**config.mk**
```make
export PLATFORM = sky130hd
export DESIGN_NAME = fifo_rd_stream
export DESIGN_NICKNAME = d
export VERILOG_FILES = /design/src/rtl/fifo_pkg.sv /design/src/rtl/fifo_skid_buf.sv /design/src/rtl/fifo_rd_stream.sv
export SDC_FILE = /design/constraint.sdc
export NUM_CORES = 1
export LEC_CHECK = 0
export CORE_ASPECT_RATIO = 0.5
export CORE_MARGIN = 5
export CORE_UTILIZATION = 49
export CTS_CLUSTER_DIAMETER = 40
export DETAILED_ROUTE_END_ITERATION = 10
export GPL_TIMING_DRIVEN = 0
export PLACE_DENSITY = 0.89
export SYNTH_ARGS = -nofsm -noshare
export SYNTH_HDL_FRONTEND = slang
export SYNTH_SLANG_ARGS = --single-unit
```
**constraint.sdc**
```tcl
create_clock -name clk -period 3.17 [get_ports clk]
set_input_delay 0.634 -clock clk [delete_from_list [all_inputs] [get_ports clk]]
set_output_delay 0.634 -clock clk [all_outputs]
set_load 0.005 [all_outputs]
```
**src/rtl/fifo_pkg.sv**
```systemverilog
// Shared constants and types for the synchronous FIFO and its read-side stream stage.
package fifo_pkg;

    localparam int FIFO_WIDTH = 16;
    localparam int FIFO_DEPTH = 16;

    typedef logic [FIFO_WIDTH-1:0] fifo_word_t;
    typedef logic [1:0]            occ_t;

    // A new pop is safe only if the word it returns will still find a free slot
    // after this edge's in-flight capture and stream pop have been accounted for.
    function automatic logic pop_allowed(input occ_t occ, input logic inflight, input logic pop_out);
        logic [2:0] pending;
        pending = {1'b0, occ} + {2'b00, inflight} - {2'b00, pop_out};
        return pending <= 3'd1;
    endfunction

endpackage

```
**src/rtl/fifo_skid_buf.sv**
```systemverilog
// Two-entry in-order skid buffer: tail write, head pop, registered head/valid outputs.
module fifo_skid_buf
    import fifo_pkg::*;
#(
    parameter int DATA_WIDTH = FIFO_WIDTH
) (
    input  logic                  clk,
    input  logic                  rst_n,
    input  logic                  wr_i,
    input  logic [DATA_WIDTH-1:0] wr_data_i,
    input  logic                  pop_i,
    output occ_t                  occ_o,
    output logic [DATA_WIDTH-1:0] head_o,
    output logic                  valid_o
);

    logic [DATA_WIDTH-1:0] head_q, head_d;
    logic [DATA_WIDTH-1:0] tail_q, tail_d;
    occ_t                  occ_q, occ_d;
    logic                  valid_q, valid_d;

    // NOTE: every next-state variable gets its hold value first, so no path infers a latch.
    always_comb begin
        head_d = head_q;
        tail_d = tail_q;
        occ_d  = occ_q;
        if (pop_i && occ_q != 2'd0) begin
            head_d = tail_q;
            occ_d  = occ_q - 2'd1;
        end
        // Write lands after the pop, so a simultaneous capture at occ==1 becomes the new head.
        if (wr_i && occ_d != 2'd2) begin
            if (occ_d == 2'd0) head_d = wr_data_i;
            else               tail_d = wr_data_i;
            occ_d = occ_d + 2'd1;
        end
        valid_d = (occ_d != 2'd0);
    end

    // NOTE: the two data slots are reset as well, because m_data must read 0 during reset.
    always_ff @(posedge clk or negedge rst_n) begin
        if (!rst_n) begin
            head_q  <= '0;
            tail_q  <= '0;
            occ_q   <= 2'd0;
            valid_q <= 1'b0;
        end else begin
            head_q  <= head_d;
            tail_q  <= tail_d;
            occ_q   <= occ_d;
            valid_q <= valid_d;
        end
    end

    assign occ_o   = occ_q;
    assign head_o  = head_q;
    assign valid_o = valid_q;

endmodule

```
**src/rtl/fifo_rd_stream.sv**
```systemverilog
// FIFO drain stage: issues pops, absorbs the one-cycle read latency, presents a valid/ready stream.
module fifo_rd_stream
    import fifo_pkg::*;
#(
    parameter int DATA_WIDTH = FIFO_WIDTH,
    parameter int CNT_WIDTH  = 16
) (
    input  logic                  clk,
    input  logic                  rst_n,
    input  logic                  enable,
    input  logic [DATA_WIDTH-1:0] fifo_data_out,
    input  logic                  fifo_empty,
    output logic                  fifo_rd_en,
    output logic [DATA_WIDTH-1:0] m_data,
    output logic                  m_valid,
    input  logic                  m_ready,
    output logic [CNT_WIDTH-1:0]  word_cnt,
    output logic                  rd_err
);

    occ_t                 occ;
    logic                 pop_out;
    logic                 inflight_q;
    logic [CNT_WIDTH-1:0] word_cnt_q, word_cnt_d;
    logic                 rd_err_q, rd_err_d;

    fifo_skid_buf #(.DATA_WIDTH(DATA_WIDTH)) u_skid (
        .clk       (clk),
        .rst_n     (rst_n),
        .wr_i      (inflight_q),
        .wr_data_i (fifo_data_out),
        .pop_i     (pop_out),
        .occ_o     (occ),
        .head_o    (m_data),
        .valid_o   (m_valid)
    );

    // m_ready only ever reaches fifo_rd_en; the stream outputs come straight from registers.
    assign pop_out    = m_valid && m_ready;
    assign fifo_rd_en = rst_n && enable && !fifo_empty && pop_allowed(occ, inflight_q, pop_out);

    assign word_cnt_d = word_cnt_q + CNT_WIDTH'(pop_out);
    assign rd_err_d   = rd_err_q || (fifo_rd_en && fifo_empty);

    // NOTE: sequential state uses non-blocking assignments so every register samples pre-edge values.
    always_ff @(posedge clk or negedge rst_n) begin
        if (!rst_n) begin
            inflight_q <= 1'b0;
            word_cnt_q <= '0;
            rd_err_q   <= 1'b0;
        end else begin
            inflight_q <= fifo_rd_en;
            word_cnt_q <= word_cnt_d;
            rd_err_q   <= rd_err_d;
        end
    end

    assign word_cnt = word_cnt_q;
    assign rd_err   = rd_err_q;

`ifdef SIM
    a_occ_range: assert property (@(posedge clk) disable iff (!rst_n) occ <= 2'd2);
    a_no_underflow: assert property (@(posedge clk) disable iff (!rst_n) !(fifo_rd_en && fifo_empty));
    a_hold: assert property (@(posedge clk) disable iff (!rst_n)
        m_valid && !m_ready |=> $stable(m_data) && m_valid);
    a_latency: assert property (@(posedge clk) disable iff (!rst_n) fifo_rd_en |=> ##1 m_valid);
`endif

endmodule

```
# After elaboration in Yosys (flattened, before gate mapping)

Cells that the tools add are included.

Flip-flop bits (word level): 53
Latch bits: 0
Memory bits (writable): 0
Memory bits (read-only): 0
Input port bits: 21
Output and inout port bits: 35
Word-level logic and storage cells: 33
Memories kept: 0

Add/subtract/negate cells: 5
Multiply operators: 0
Div/mod/pow operators: 0
$lt $le $gt $ge: 1
Equal/unequal tests: 1
Shifts and indexed selects: 0
Muxes and demuxes: 5
Bitwise operators: 1
Reduce and logical (&&, ||, !) cells: 13

Operators with widths:

| operator                                                       | count |
|---|---|
| two-way mux 16 bit                                             | 3 |
| adder 16 x 1 -> 16 bit                                         | 1 |
| logical AND 1 bit                                              | 7 |
| two-way mux 2 bit                                              | 2 |
| nonzero test 2 bit                                             | 2 |
| adder 2 x 1 -> 3 bit                                           | 1 |
| less-or-equal comparator 3 x 1 -> 1 bit, second input constant | 1 |
| subtractor 3 x 1 -> 3 bit                                      | 1 |
| adder 2 x 1 -> 2 bit, second input constant                    | 1 |
| logical NOT 2 bit                                              | 1 |
| inequality test 2 bit, second input constant                   | 1 |
| AND reduction 2 bit                                            | 1 |
| subtractor 2 x 1 -> 2 bit, second input constant               | 1 |
| logical NOT 1 bit                                              | 1 |
| logical OR 1 bit                                               | 1 |
| inverter 1 bit                                                 | 1 |

# Longest topological paths before layout

Word-level depth: 7
Mapped depth: 14
Mapped depth without buffers: 11

# By module

A second synthesis with hierarchy kept.

Cell total of the unflattened synthesis: 224
Area, all modules: 2767.7 um^2

Modules (own cells, without submodules):

| module         | times used | cells each | area an instance (um^2) | seq. area each (um^2) |
|---|---|---|---|---|
| fifo_skid_buf  | 1          | 154        | 1931.9                  | 875.8 |
| fifo_rd_stream | 1          | 70         | 835.8                   | 450.4 |

# Least setup slack after synthesis

Ideal clock, no wire load.

Path kind: register to register
Start: register u_skid.occ_q[0], in the netlist u_skid.occ_o[0]
End: register u_skid.head_q[10], in the netlist u_skid.head_o[10]
Setup time: 0.133 ns
Arrival time: 2.256 ns
Required time: 3.037 ns
Setup slack: 0.781 ns
Stages on the path, launching flop included: 13
Buffers on the path: 3
Period minus slack after synthesis: 2.389 ns
Path through: dfrtp_1 > inv_2 > ha_1 > nand3b_1 > buf_6 > a21oi_1 > inv_1 > ha_1 > nor2b_1 > and2_0 > clkbuf_1 > clkbuf_1 > o21ai_0

Longest elaborated chain between the ends: 6
Elaborated cells on any way between the ends: 10
Those cells by class: 1 x add/sub; 1 x eq/ne; 4 x mux; 4 x reduce/logical

Ends and longest elaborated chain:

| element                                                           | line                | RTL |
|---|---|---|
| from (decl)                                                       | fifo_skid_buf.sv:19 | `occ_t occ_q, occ_d;` |
| from (signal assigned)                                            | fifo_skid_buf.sv:45 | `occ_q <= 2'd0;` |
| from (signal assigned)                                            | fifo_skid_buf.sv:50 | `occ_q <= occ_d;` |
| branches (longest 5 deep; another with subtractor 2 x 1 -> 2 bit) | --                  |  |
| two-way mux 16 bit (*)                                            | fifo_skid_buf.sv:32 | `if (wr_i && occ_d != 2'd2) begin` |
| net u_skid.head_d[10]                                             | fifo_skid_buf.sv:17 | `logic [DATA_WIDTH-1:0] head_q, head_d;` |
| to (signal assigned)                                              | fifo_skid_buf.sv:43 | `head_q <= '0;` |
| to (signal assigned)                                              | fifo_skid_buf.sv:48 | `head_q <= head_d;` |
| to (decl)                                                         | fifo_skid_buf.sv:17 |  |

Mark *: on every way through the listed nets, which the timed path passes.
A chain may end at the register's enable or synchronous reset.

# Final worst setup path

Start: input port m_ready
End: output port fifo_rd_en

Longest elaborated chain between the ends: 4

Ends and longest elaborated chain:

| element                                 | line                 | RTL |
|---|---|---|
| from (decl)                             | fifo_rd_stream.sv:16 | `input logic m_ready,` |
| logical AND 1 bit                       | fifo_rd_stream.sv:39 | `assign pop_out = m_valid && m_ready;` |
| subtractor 3 x 1 -> 3 bit               | fifo_pkg.sv:14       | `pending = {1'b0, occ} + {2'b00, inflight} - {2'b00, pop_out};` |
| less-or-equal comparator 3 x 1 -> 1 bit | fifo_pkg.sv:15       | `return pending <= 3'd1;` |
| logical AND 1 bit                       | fifo_rd_stream.sv:40 | `assign fifo_rd_en = rst_n && enable && !fifo_empty && pop_allowed(occ, inflight_q, pop_out);` |
| to (decl)                               | fifo_rd_stream.sv:13 | `output logic fifo_rd_en,` |

Every way passes these cells.

==> results_tabular.tex <==
\begin{tabular}{lr}
\hline
Metric & Value \\
\hline
\multicolumn{2}{l}{\textbf{Run status}} \\
Status & finished clean \\
\multicolumn{2}{l}{\textbf{STA}} \\
Fin Hold WS & 0.188 ns \\
Max-slew violation count & 0 \\
Measured slew at the worst slew-check pin & 0.634 ns \\
Maximum clock frequency & 346 MHz \\
Headroom to the max-slew limit & 0.573 \\
Unrepaired setup endpoints after global routing & false \\
Final setup violation count & 0 \\
Final worst path period need & 2.89 ns \\
Final period util & 0.913 \\
Clock skew & 0.0101 ns \\
Final Hold Viols & 0 \\
\multicolumn{2}{l}{\textbf{Logic synthesis}} \\
Warnings, synthesis & 0 \\
Portion of synthesized cell area occupied by the leading cell type & 0.556 \\
Synth Cell Area & 0.00239 sq mm \\
Post-synthesis cell type with the largest combined area & dfrtp\_1 \\
Most area-consuming cells after synthesis & dfrtp\_1 (56\%), mux2i\_1 (7.1\%), mux2\_4 (6.3\%) \\
Synthesized instance count & 193 \\
Sequential area share after synthesis & 0.556 \\
Number of distinct library cells after synthesis & 30 \\
Syn Nets & 220 \\
Seq cells post-synth & 53 \\
Synthesized area per cell & 12.4 sq um \\
\multicolumn{2}{l}{\textbf{Cells and area}} \\
Number of fill cells in the layout & 315 \\
Net total in the final layout & 283 \\
Share of layout cells above drive strength 1 & 0.144 \\
Area growth, synth to finish & 32.2\% \\
Register cell area after layout & 0.00133 sq mm \\
Post-layout utilization of the core & 0.694 \\
Area taken by multi-input logic gates & 981 sq um \\
Antenna diode count & 0 \\
\multicolumn{2}{l}{\textbf{Placement}} \\
Global placer's final weighted congestion & 0.782 \\
Buffers added on ports & 55 \\
Final HPWL DP & 3640 um \\
\multicolumn{2}{l}{\textbf{Routing}} \\
Drt via density & 5.00 \\
Number of violations reported at the end of detailed-routing iteration 0 & 45 \\
Total length of routed wires & 5090 um \\
Vias & 1614 \\
DRT antenna net count & 0 \\
Routed wire length per instance & 15.7 um \\
Number of iterations in the first detailed-routing pass & 4 \\
Remaining routing DRC violations & 0 \\
\multicolumn{2}{l}{\textbf{Min path}} \\
Path type of the worst min-delay path & input port to async pin \\
\multicolumn{2}{l}{\textbf{Global routing}} \\
Global-route wire length before repair & 8590 um \\
Number of global-route vias before repair & 1758 \\
Grt ovf & 0 \\
Combined global-route utilization of all metal layers & 0.175 \\
Maximum number of pins on one net before global-route repair & 43 \\
Antenna violations before repair & 0 \\
\multicolumn{2}{l}{\textbf{Critical path}} \\
Cell-by-cell trace of the critical path & dlygate4sd2\_1, nand2\_2, xnor2\_1, ha\_1, inv\_1, fa\_1, nand4b\_1, nor2\_1, dlygate4sd2\_1 \\
Worst setup startpoint & m\_ready \\
Critical path's most frequent cell & dlygate4sd2\_1 \\
Count of buffer and inverter cells on the critical path & 3 \\
Endpoint kind of the worst setup timing path & primary output \\
Max stage delay on crit path & 0.47 ns \\
Critical Path Slowest Stage Cell & fa\_1 \\
Family of cells with the greatest summed delay on the critical path & adder cells \\
WP data required & 2.54 ns \\
Critical Path Fanout Max & 3 \\
Classification of the worst setup path & input port to primary output \\
Origin of the critical flop-to-flop path & u\_skid.occ\_o[0] \\
Startpoint type of the worst setup path & input port \\
Data arrival time of the critical path & 2.26 ns \\
\multicolumn{2}{l}{\textbf{Clocking}} \\
CTS Root Cell & clkbuf\_8 \\
CTS Hold Buffers Added & 0 \\
Clock latency on the worst-skew pair & 0.31 ns \\
H-Tree Depth & 2 \\
Number of setup buffers added after CTS & 0 \\
Number of buffers on the longest clock path & 2 \\
Inserted Clock Buffers & 5 \\
Sink Count & 53 \\
Clock transition at the registers of the reported paths & 0.10 ns \\
CTS tree & done \\
\multicolumn{2}{l}{\textbf{Floorplanning}} \\
Core region area & 0.00455 sq mm \\
Overall die height & 59.4 um \\
Initial cell density of the core & 0.524 \\
Die Outline Area & 0.00645 sq mm \\
I/O Pins & 56 \\
Horizontal die dimension & 109 um \\
Row Count & 17 \\
\multicolumn{2}{l}{\textbf{Job}} \\
Reported max-cap violation count & 0 \\
\multicolumn{2}{l}{\textbf{Power}} \\
Power Density & 816 mW/mm\^{}2 \\
Leak pwr & 0.00149 uW \\
Worst IR Drop VDD & 0.000321 V \\
\hline
\end{tabular}
## worst paths after layout
path | slack [ns] | cells past startpoint | to
setup / recovery | 0.28 | 9 | fifo_rd_en
hold / removal | 0.19 | 1 | u_skid.tail_q[12]
setup reg to reg | 0.37 | 13 | u_skid.head_o[2]
hold reg to reg | 0.47 | 1 | rd_err
max in group asynchronous | 2.46 | 2 | inflight_q
min in group clk | 0.47 | 1 | rd_err
## timing repair
item,in CTS,in global routing
hold endpoints to repair,0,0
pin swaps,1,0
resized for setup,3,2
endpoints found under the setup margin,1,8
## worst reg2reg max path: stages, from the launching register on
cell and delay, ns:
dfrtp_1 0.40, inv_2 0.08, ha_1 0.19, nand3b_1 0.17, buf_6 0.18, a21oi_1 0.31
inv_1 0.08, ha_1 0.19, nor2b_1 0.26, and2_0 0.18, clkbuf_1 0.17, buf_2 0.26
nand2_1 0.11, o21ai_0 0.13
## cell families (layout without fill, tap and decap cells)
family	count (synthesis)	count (layout)	share of synthesized area
compound gates	18	18	0.0383
xor+xnor	19	19	0.0776
fa+ha+maj	6	6	0.0346
buf+inv	15	79	0.0346
flops	53	53	0.556
mux	33	33	0.162
simple gates	49	49	0.0970
## cell type report
class,instances,area share
tap,66,0.0262
multi-input combinational,125,0.311
inverter,6,0.00713
buffer,9,0.0194
timing repair buffer,56,0.178
clock buffer,6,0.0262
sequential,53,0.420
clock inverter,2,0.0119
## flip-flops by register name (all words and copies together) (netlist names)
name	cells
inflight_q	1
u_skid.tail_q	16
u_skid.head_o	16
rd_err	1
u_skid.valid_o	1
word_cnt	16
u_skid.occ_o	2
## cells in the final DEF (no fill, tap or decap), types with 2 or more instances in the layout
cell             instances
clkdlybuf4s50_1         52
mux2_4                  10
clkbuf_1                 2
xnor2_1                 12
inv_1                    5
o21ai_0                 16
ha_1                     5
nor2_1                   6
mux2_2                   6
clkbuf_8                 6
nand3_1                  7
nand2_1                 24
xor2_1                   6
buf_2                    4
dfrtp_1                 53
mux2i_1                 17
dlygate4sd2_1            2
buf_6                    3
nor3_1                   2
## Yosys cell counts
cell	number
a21oi_1	1
nor3_1	2
nand3b_1	1
clkbuf_1	3
mux2_2	6
a31oi_1	1
mux2_4	10
ha_1	5
o21ai_0	16
and2_0	1
inv_2	1
inv_1	5
xnor2_4	1
nor2b_1	1
mux2i_1	17
and3_1	1
dfrtp_1	53
nand2b_4	1
nor4_1	1
fa_1	1
xor2_1	6
nand2_1	25
nand4b_1	1
nor2_1	6
xnor2_1	12
buf_6	3
nand4_1	1
nand3_1	7
and4_1	1
buf_2	3
## through the flow
step | total power [uW] | area, sq um | std cells | TNS, ns | setup WS [ns]
after floorplan | 1650 | 2390 | 193 | 0 | 0.781
after global placement | 2040 | 3020 | 314 | -1.42 | -1.13
after detailed placement | 2110 | 3040 | 315 | -1.86 | -0.336
after CTS | 2600 | 3160 | 323 | 0 | 0.220
after global routing | 2750 | 3160 | 323 | 0 | 0.123
final | 2580 | 3160 | 323 | 0 | 0.276
## power by group
part	internal, uW	leakage [uW]	switching (uW)
logic	602	0.000759	395
registers	923	0.000677	176
clock network	257	0.0000574	224
total	1780	0.00149	795
## per-layer routing
metal	up-vias	GRT usage	part of all wire	routed length [um]
li1	772	-	-	-
met5	-	0	0	0
met3	7	0.0413	0.039	197
met2	34	0.313	0.53	2670
met1	801	0.205	0.42	2130
met4	0	0.0773	0.017	84
(Power assumes the default switching activity.)
